## src/rtl/run_ctrl_pkg.sv

```systemverilog
`default_nettype none
// ============================================================================
//  Module      : run_ctrl_pkg
//  Description : Shared types and default constants for the run sequencer.
//                Holds the sequencer state encoding and the default halt PC,
//                run timeout and preload length.
//  Revision    : 1.0  initial release
// ============================================================================
package run_ctrl_pkg;

    typedef enum logic [2:0] {
        S_IDLE  = 3'd0,
        S_LOAD  = 3'd1,
        S_CLEAR = 3'd2,
        S_RUN   = 3'd3,
        S_DONE  = 3'd4
    } state_t;

    localparam int c_DONE_PC = 128;
    localparam int c_TIMEOUT = 4096;
    localparam int c_LOAD_N  = 64;

endpackage
`default_nettype wire

```

## src/rtl/rise_det.sv

```systemverilog
`default_nettype none
// ============================================================================
//  Module      : rise_det
//  Description : 0->1 edge detector. The previous input value is registered;
//                o_rise is high in the cycle where i_d is 1 and was 0 on the
//                previous clock edge.
//  Ports       : clk    - clock, rising edge
//                rst    - asynchronous active-high reset (history cleared)
//                i_d    - level input
//                o_rise - combinational rising-edge strobe
//  Revision    : 1.0  initial release
// ============================================================================
module rise_det (
    input  logic clk,
    input  logic rst,
    input  logic i_d,
    output logic o_rise
);

    logic r_q;

    always_ff @(posedge clk or posedge rst) begin
        if (rst) begin
            r_q <= 1'b0;
        end else begin
            r_q <= i_d;
        end
    end

    assign o_rise = i_d & ~r_q;

endmodule
`default_nettype wire

```

## src/rtl/run_ctrl.sv

```systemverilog
`default_nettype none
// ============================================================================
//  Module      : run_ctrl
//  Description : Run sequencer in front of the 9-bit-instruction core.
//                On a start edge it streams a preload image into data memory,
//                holds the core in reset for the load plus one clear cycle,
//                lets the core run until the PC reaches DONE_PC or TIMEOUT
//                run cycles elapse, then parks in DONE until req drops.
//  Ports       : clk, reset          - clock / async active-high reset
//                req                 - start request (acts on 0->1 edge)
//                ld_valid/ld_data    - preload byte stream
//                ld_ready            - preload byte accepted when ld_valid=1
//                mem_wr_en/addr/dat  - data memory write port
//                core_reset/core_en  - core reset and run enable
//                prog_ctr            - core program counter
//                done/timeout        - sticky completion status
//                cycles              - run-cycle count of current/last run
//  Revision    : 1.0  initial release
// ============================================================================
module run_ctrl
    import run_ctrl_pkg::*;
#(
    parameter int D       = 9,
    parameter int DONE_PC = c_DONE_PC,
    parameter int LOAD_N  = c_LOAD_N,
    parameter int TIMEOUT = c_TIMEOUT,
    parameter int CW      = 16
) (
    input  logic          clk,
    input  logic          reset,
    input  logic          req,
    input  logic          ld_valid,
    input  logic [7:0]    ld_data,
    output logic          ld_ready,
    output logic          mem_wr_en,
    output logic [7:0]    mem_addr,
    output logic [7:0]    mem_dat,
    output logic          core_reset,
    output logic          core_en,
    input  logic [D-1:0]  prog_ctr,
    output logic          done,
    output logic          timeout,
    output logic [CW-1:0] cycles
);

    // Last load index; unused when LOAD_N=0 because LOAD is skipped.
    localparam logic [7:0]    c_LAST      = 8'((LOAD_N > 0) ? (LOAD_N - 1) : 0);
    localparam logic [D-1:0]  c_HALT_PC   = D'(DONE_PC);
    localparam logic [CW-1:0] c_TMO_CNT   = CW'(TIMEOUT);
    localparam state_t        c_FIRST_ST  = (LOAD_N == 0) ? S_CLEAR : S_LOAD;

    state_t        r_state;
    state_t        w_state_nxt;
    logic [7:0]    r_ld_cnt;
    logic [CW-1:0] r_cycles;
    logic          r_done;
    logic          r_timeout;

    logic          w_start;
    logic          w_accept;
    logic          w_halt;
    logic          w_tmo;
    logic [CW-1:0] w_cycles_inc;

    rise_det u_start_det (
        .clk    (clk),
        .rst    (reset),
        .i_d    (req),
        .o_rise (w_start)
    );

    assign w_accept     = (r_state == S_LOAD) && ld_valid;
    assign w_cycles_inc = r_cycles + CW'(1);
    assign w_halt       = (prog_ctr == c_HALT_PC);
    // Timeout fires on the edge that brings the count up to TIMEOUT.
    assign w_tmo        = (w_cycles_inc == c_TMO_CNT);

    always_ff @(posedge clk or posedge reset) begin
        if (reset) begin
            r_state <= S_IDLE;
        end else begin
            r_state <= w_state_nxt;
        end
    end

    always_comb begin
        w_state_nxt = r_state;
        ld_ready    = 1'b0;
        mem_wr_en   = 1'b0;
        mem_addr    = 8'd0;
        mem_dat     = 8'd0;
        core_reset  = 1'b1;
        core_en     = 1'b0;
        case (r_state)
            S_IDLE: begin
                if (w_start) begin
                    w_state_nxt = c_FIRST_ST;
                end
            end
            S_LOAD: begin
                ld_ready  = 1'b1;
                mem_wr_en = ld_valid;
                mem_addr  = r_ld_cnt;
                mem_dat   = ld_data;
                if (w_accept && (r_ld_cnt == c_LAST)) begin
                    w_state_nxt = S_CLEAR;
                end
            end
            S_CLEAR: begin
                w_state_nxt = S_RUN;
            end
            S_RUN: begin
                core_reset = 1'b0;
                core_en    = 1'b1;
                if (w_halt || w_tmo) begin
                    w_state_nxt = S_DONE;
                end
            end
            S_DONE: begin
                // Core left out of reset so its state can be inspected.
                core_reset = 1'b0;
                if (!req) begin
                    w_state_nxt = S_IDLE;
                end
            end
            default: begin
                w_state_nxt = S_IDLE;
            end
        endcase
    end

    always_ff @(posedge clk or posedge reset) begin
        if (reset) begin
            r_ld_cnt  <= 8'd0;
            r_cycles  <= '0;
            r_done    <= 1'b0;
            r_timeout <= 1'b0;
        end else begin
            if ((r_state == S_IDLE) && w_start) begin
                r_ld_cnt  <= 8'd0;
                r_cycles  <= '0;
                r_done    <= 1'b0;
                r_timeout <= 1'b0;
            end
            if (w_accept) begin
                r_ld_cnt <= r_ld_cnt + 8'd1;
            end
            if (r_state == S_RUN) begin
                r_cycles <= w_cycles_inc;
                // Halt wins over timeout on the same edge.
                if (w_halt) begin
                    r_done    <= 1'b1;
                    r_timeout <= 1'b0;
                end else if (w_tmo) begin
                    r_done    <= 1'b1;
                    r_timeout <= 1'b1;
                end
            end
        end
    end

    assign done    = r_done;
    assign timeout = r_timeout;
    assign cycles  = r_cycles;

endmodule
`default_nettype wire

```

## config.mk

```make
export PLATFORM = sky130hd
export DESIGN_NAME = run_ctrl
export DESIGN_NICKNAME = d
export VERILOG_FILES = /design/src/rtl/run_ctrl_pkg.sv /design/src/rtl/rise_det.sv /design/src/rtl/run_ctrl.sv
export SDC_FILE = /design/constraint.sdc
export NUM_CORES = 1
export LEC_CHECK = 0
export BUFFER_PORTS_ARGS = -buffer_cell sky130_fd_sc_hd__buf_2
export CORE_MARGIN = 2
export CORE_UTILIZATION = 50
export DETAILED_ROUTE_END_ITERATION = 7
export PLACE_DENSITY = 0.83
export SLEW_MARGIN = 20
export SYNTH_ARGS = -nofsm -noshare
export SYNTH_HDL_FRONTEND = slang
export SYNTH_SLANG_ARGS = --single-unit
```

## constraint.sdc

```tcl
create_clock -name clk -period 2.3 [get_ports clk]
set_input_delay 0.115 -clock clk [delete_from_list [all_inputs] [get_ports clk]]
set_output_delay 0.115 -clock clk [all_outputs]
set_load 0.02 [all_outputs]
```

==> results.yml <==
cts:
  cts_resized: 0
  clk_path_buf_depth: 2
  cts_tree: "built"
  post_cts_buffers: 0
  cts_inserted_buffers: 5
  cts.reportedPaths.clkPinSlew_ns: 0.07
  htree_levels: 2
  cts.sinks: 30
  root_buffer: "clkbuf_8"
  clk-insertion-delay-late_ns: 0.28
cells_and_area:
  final_common_cell: "buf_2"
  drive_above_1_share: 0.291
  layout.cells.most_common_list: "buf_2, o21ai_0, dfrtp_1"
  area_delta_synth_final_pct: 27.1
  n_antenna_cell: 0
  fin_area_um2: 2390
  fin_nets: 315
sta:
  min_period_ns: 2.08
  hold_viol: 0
  worstMarginPinSlew_ns: 0.480
  tns_ns: 0
  skew_ns: 0.00654
  period_share: 0.903
  drv_slew: 0
  rsz0062_at_grt: "no"
  max_freq_mhz: 481
  setup_viol: 0
  max_slew_margin: 0.680
drt:
  wl_um: 4760
  first_pass_iters: 5
  vias: 1953
  via_per_inst: 5.74
  drc_errors: 0
  detail-route-antenna-nets: 0
  drtIter0Drc: 139
  wl_per_cell_um: 14.0
worst_setup_path:
  worstSetupPathType: "flip-flop to flip-flop"
  cp-start-kind: "flip-flop"
  reg2reg_slack_ns: 0.22
  arrival_ns: 2.24
  worst_r2r_startpoint: "cycles[0]$_DFFE_PP0P_"
  ff2ff_path_depth: 7
  endpoint_kind: "flip-flop"
  worstPathMaxFanout: 8
  timing.rr.end: "r_state[0]$_DFFE_PP0P_"
  worstPathRequired_ns: 2.46
yosys:
  yosysWarnings: 0
  syn_area_um2: 1880
  synthMuxAreaShare: 0
  ys_types: 41
  yosysSeqAreaShare: 0.399
  syn_nets: 248
  yosys.area_share.adder: 0.0199
  synth_compound_gate_area_share: 0.214
  syn_area_per_cell_um2: 8.40
  synth-simple-area-share: 0.326
  synth_top_family_by_area: "simple AND/OR/NAND/NOR gates"
  synthCells: 224
  synth-seq-cells: 30
  yosys.area_share.xor_xnor: 0.0140
global_route:
  grt_busiest_layer: "met2"
  grt_antenna_before_repair: 0
  use_met3: 0.0394
  grt_pass1_vias: 1776
  grt_usage: 0.239
  gr-usage-met1: 0.306
  grt_max_degree: 31
  met2_usage: 0.404
  grt_pass1_wl_um: 7980
  gr-total-overflow: 0
place:
  dp_hpwl_um: 3420
  place_area_um2: 2260
  portBuffers: 58
  gp_congestion: 0.924
floorplan:
  core_um2: 3630
  io_pins: 59
  die_width_um: 65.4
  start_util: 0.518
  die-area_um2: 4270
  die_y_um: 65.4
  row_count: 22
pwr:
  max-vdd-ir-drop_mv: 0.348
  power_density_nw_per_um2: 700
  power_leakage_uw: 0.00111
  total_power_uw: 1670
min_path:
  holdCritPathClass: "input pin to flip-flop"
  min_path_cells: 3
  min_to: "r_ld_cnt[0]$_DFFE_PP0P_"
  min-delay-start: "ld_valid"
flow_run:
  cap_violations: 0
run_status:
  status: "finished, final reports clean"
power by group:
group / internal [µW] / switching (µW) / total (µW)
sequential: 601 / 129 / 729
clock: 318 / 197 / 515
combinational: 174 / 256 / 430
total: 1090 / 582 / 1670
how the worst max path moves through the flow:
stage	start	cells after the start	end	slack, ns
after floorplan	cycles[0]$_DFFE_PP0P_	7	r_state[0]$_DFFE_PP0P_	0.12
after global placement	cycles[0]$_DFFE_PP0P_	7	r_state[1]$_DFFE_PP0P_	0.33
after detailed placement	cycles[0]$_DFFE_PP0P_	7	r_state[0]$_DFFE_PP0P_	0.26
after CTS	cycles[0]$_DFFE_PP0P_	7	r_state[0]$_DFFE_PP0P_	0.25
after global routing	cycles[1]$_DFFE_PP0P_	7	r_state[0]$_DFFE_PP0P_	0.05
final	cycles[0]$_DFFE_PP0P_	7	r_state[0]$_DFFE_PP0P_	0.22
critical path, cell delays in order, from the launching register on:
cell and delay (ns):
dfrtp_1 0.35, ha_1 0.28, and4_4 0.28, o2111ai_1 0.14, a2111oi_2 0.42, a2bb2oi_2 0.21, and3_1 0.20, o31ai_1 0.07
sequential cells by signal, indices dropped and copies added, names as in the netlist:
| name | cells |
|---|---|
| done | 1 |
| cycles | 16 |
| r_state | 3 |
| u_start_det.r_q | 1 |
| r_ld_cnt | 8 |
| timeout | 1 |
layout make-up:
class                           count  area (µm²)
Timing Repair Buffer               69         378
Fill cell                         326        1240
Sequential cell                    30         751
Multi-Input combinational cell    181        1080
Clock buffer                        5        68.8
Tap cell                           48        60.1
Clock inverter                      3        40.0
Inverter                            4        15.0
synthesized netlist by cell type (all sizes together):
master	n	area share
o22ai	1	0.0033
or4	1	0.0040
a211oi	1	0.0040
o211ai	1	0.0040
a31o	1	0.0047
and4	4	0.021
nand3b	3	0.012
a32oi	1	0.0047
xor2	1	0.0047
o21ai	38	0.10
ha	3	0.020
nand4	11	0.037
nor2b	1	0.0033
nor3	1	0.0027
a21o	2	0.0080
xnor2	2	0.0093
dfrtp	30	0.40
inv	4	0.0080
clkbuf	6	0.012
a2bb2oi	1	0.0080
buf	3	0.0073
a31oi	5	0.017
nand2	20	0.040
and3	6	0.020
a22o	1	0.0047
nand3	13	0.040
nor3b	1	0.0066
a21oi	7	0.019
o31ai	6	0.024
a2111oi	1	0.0080
nor2	16	0.033
o2111ai	1	0.0047
nor4	6	0.023
nand2b	2	0.0066
and2	23	0.076
metrics by stage:
step	worst slack [ns]	cells	hold slack, ns	utilization
after floorplan	0.120	224	0.146	-
after global placement	0.328	330	0.205	0.623
after detailed placement	0.261	330	0.207	0.623
after CTS	0.252	340	0.238	0.658
after global routing	0.0457	340	0.290	0.658
final	0.223	340	0.236	0.658
timing repair:
item                                    CTS  global route
endpoints found under the hold margin    31             0
endpoints found under the setup margin    0             0
hold buffers                              2             0
per-layer routing:
layer,part of all wire,vias up,wire length [µm]
li1,-,963,-
met1,0.42,896,1990
met2,0.49,89,2340
met3,0.082,5,388
met4,0.0078,0,37
met5,0,-,0
kinds of logic (layout without fill, tap and decap cells):
| logic type | count (synthesis) | after routing |
|---|---|---|
| fa+ha+maj | 3 | 3 |
| xor+xnor | 3 | 3 |
| buf+inv | 13 | 81 |
| simple gates | 108 | 108 |
| flops | 30 | 30 |
| compound gates | 67 | 67 |
No activity file was read; power rests on OpenSTA's default activity.
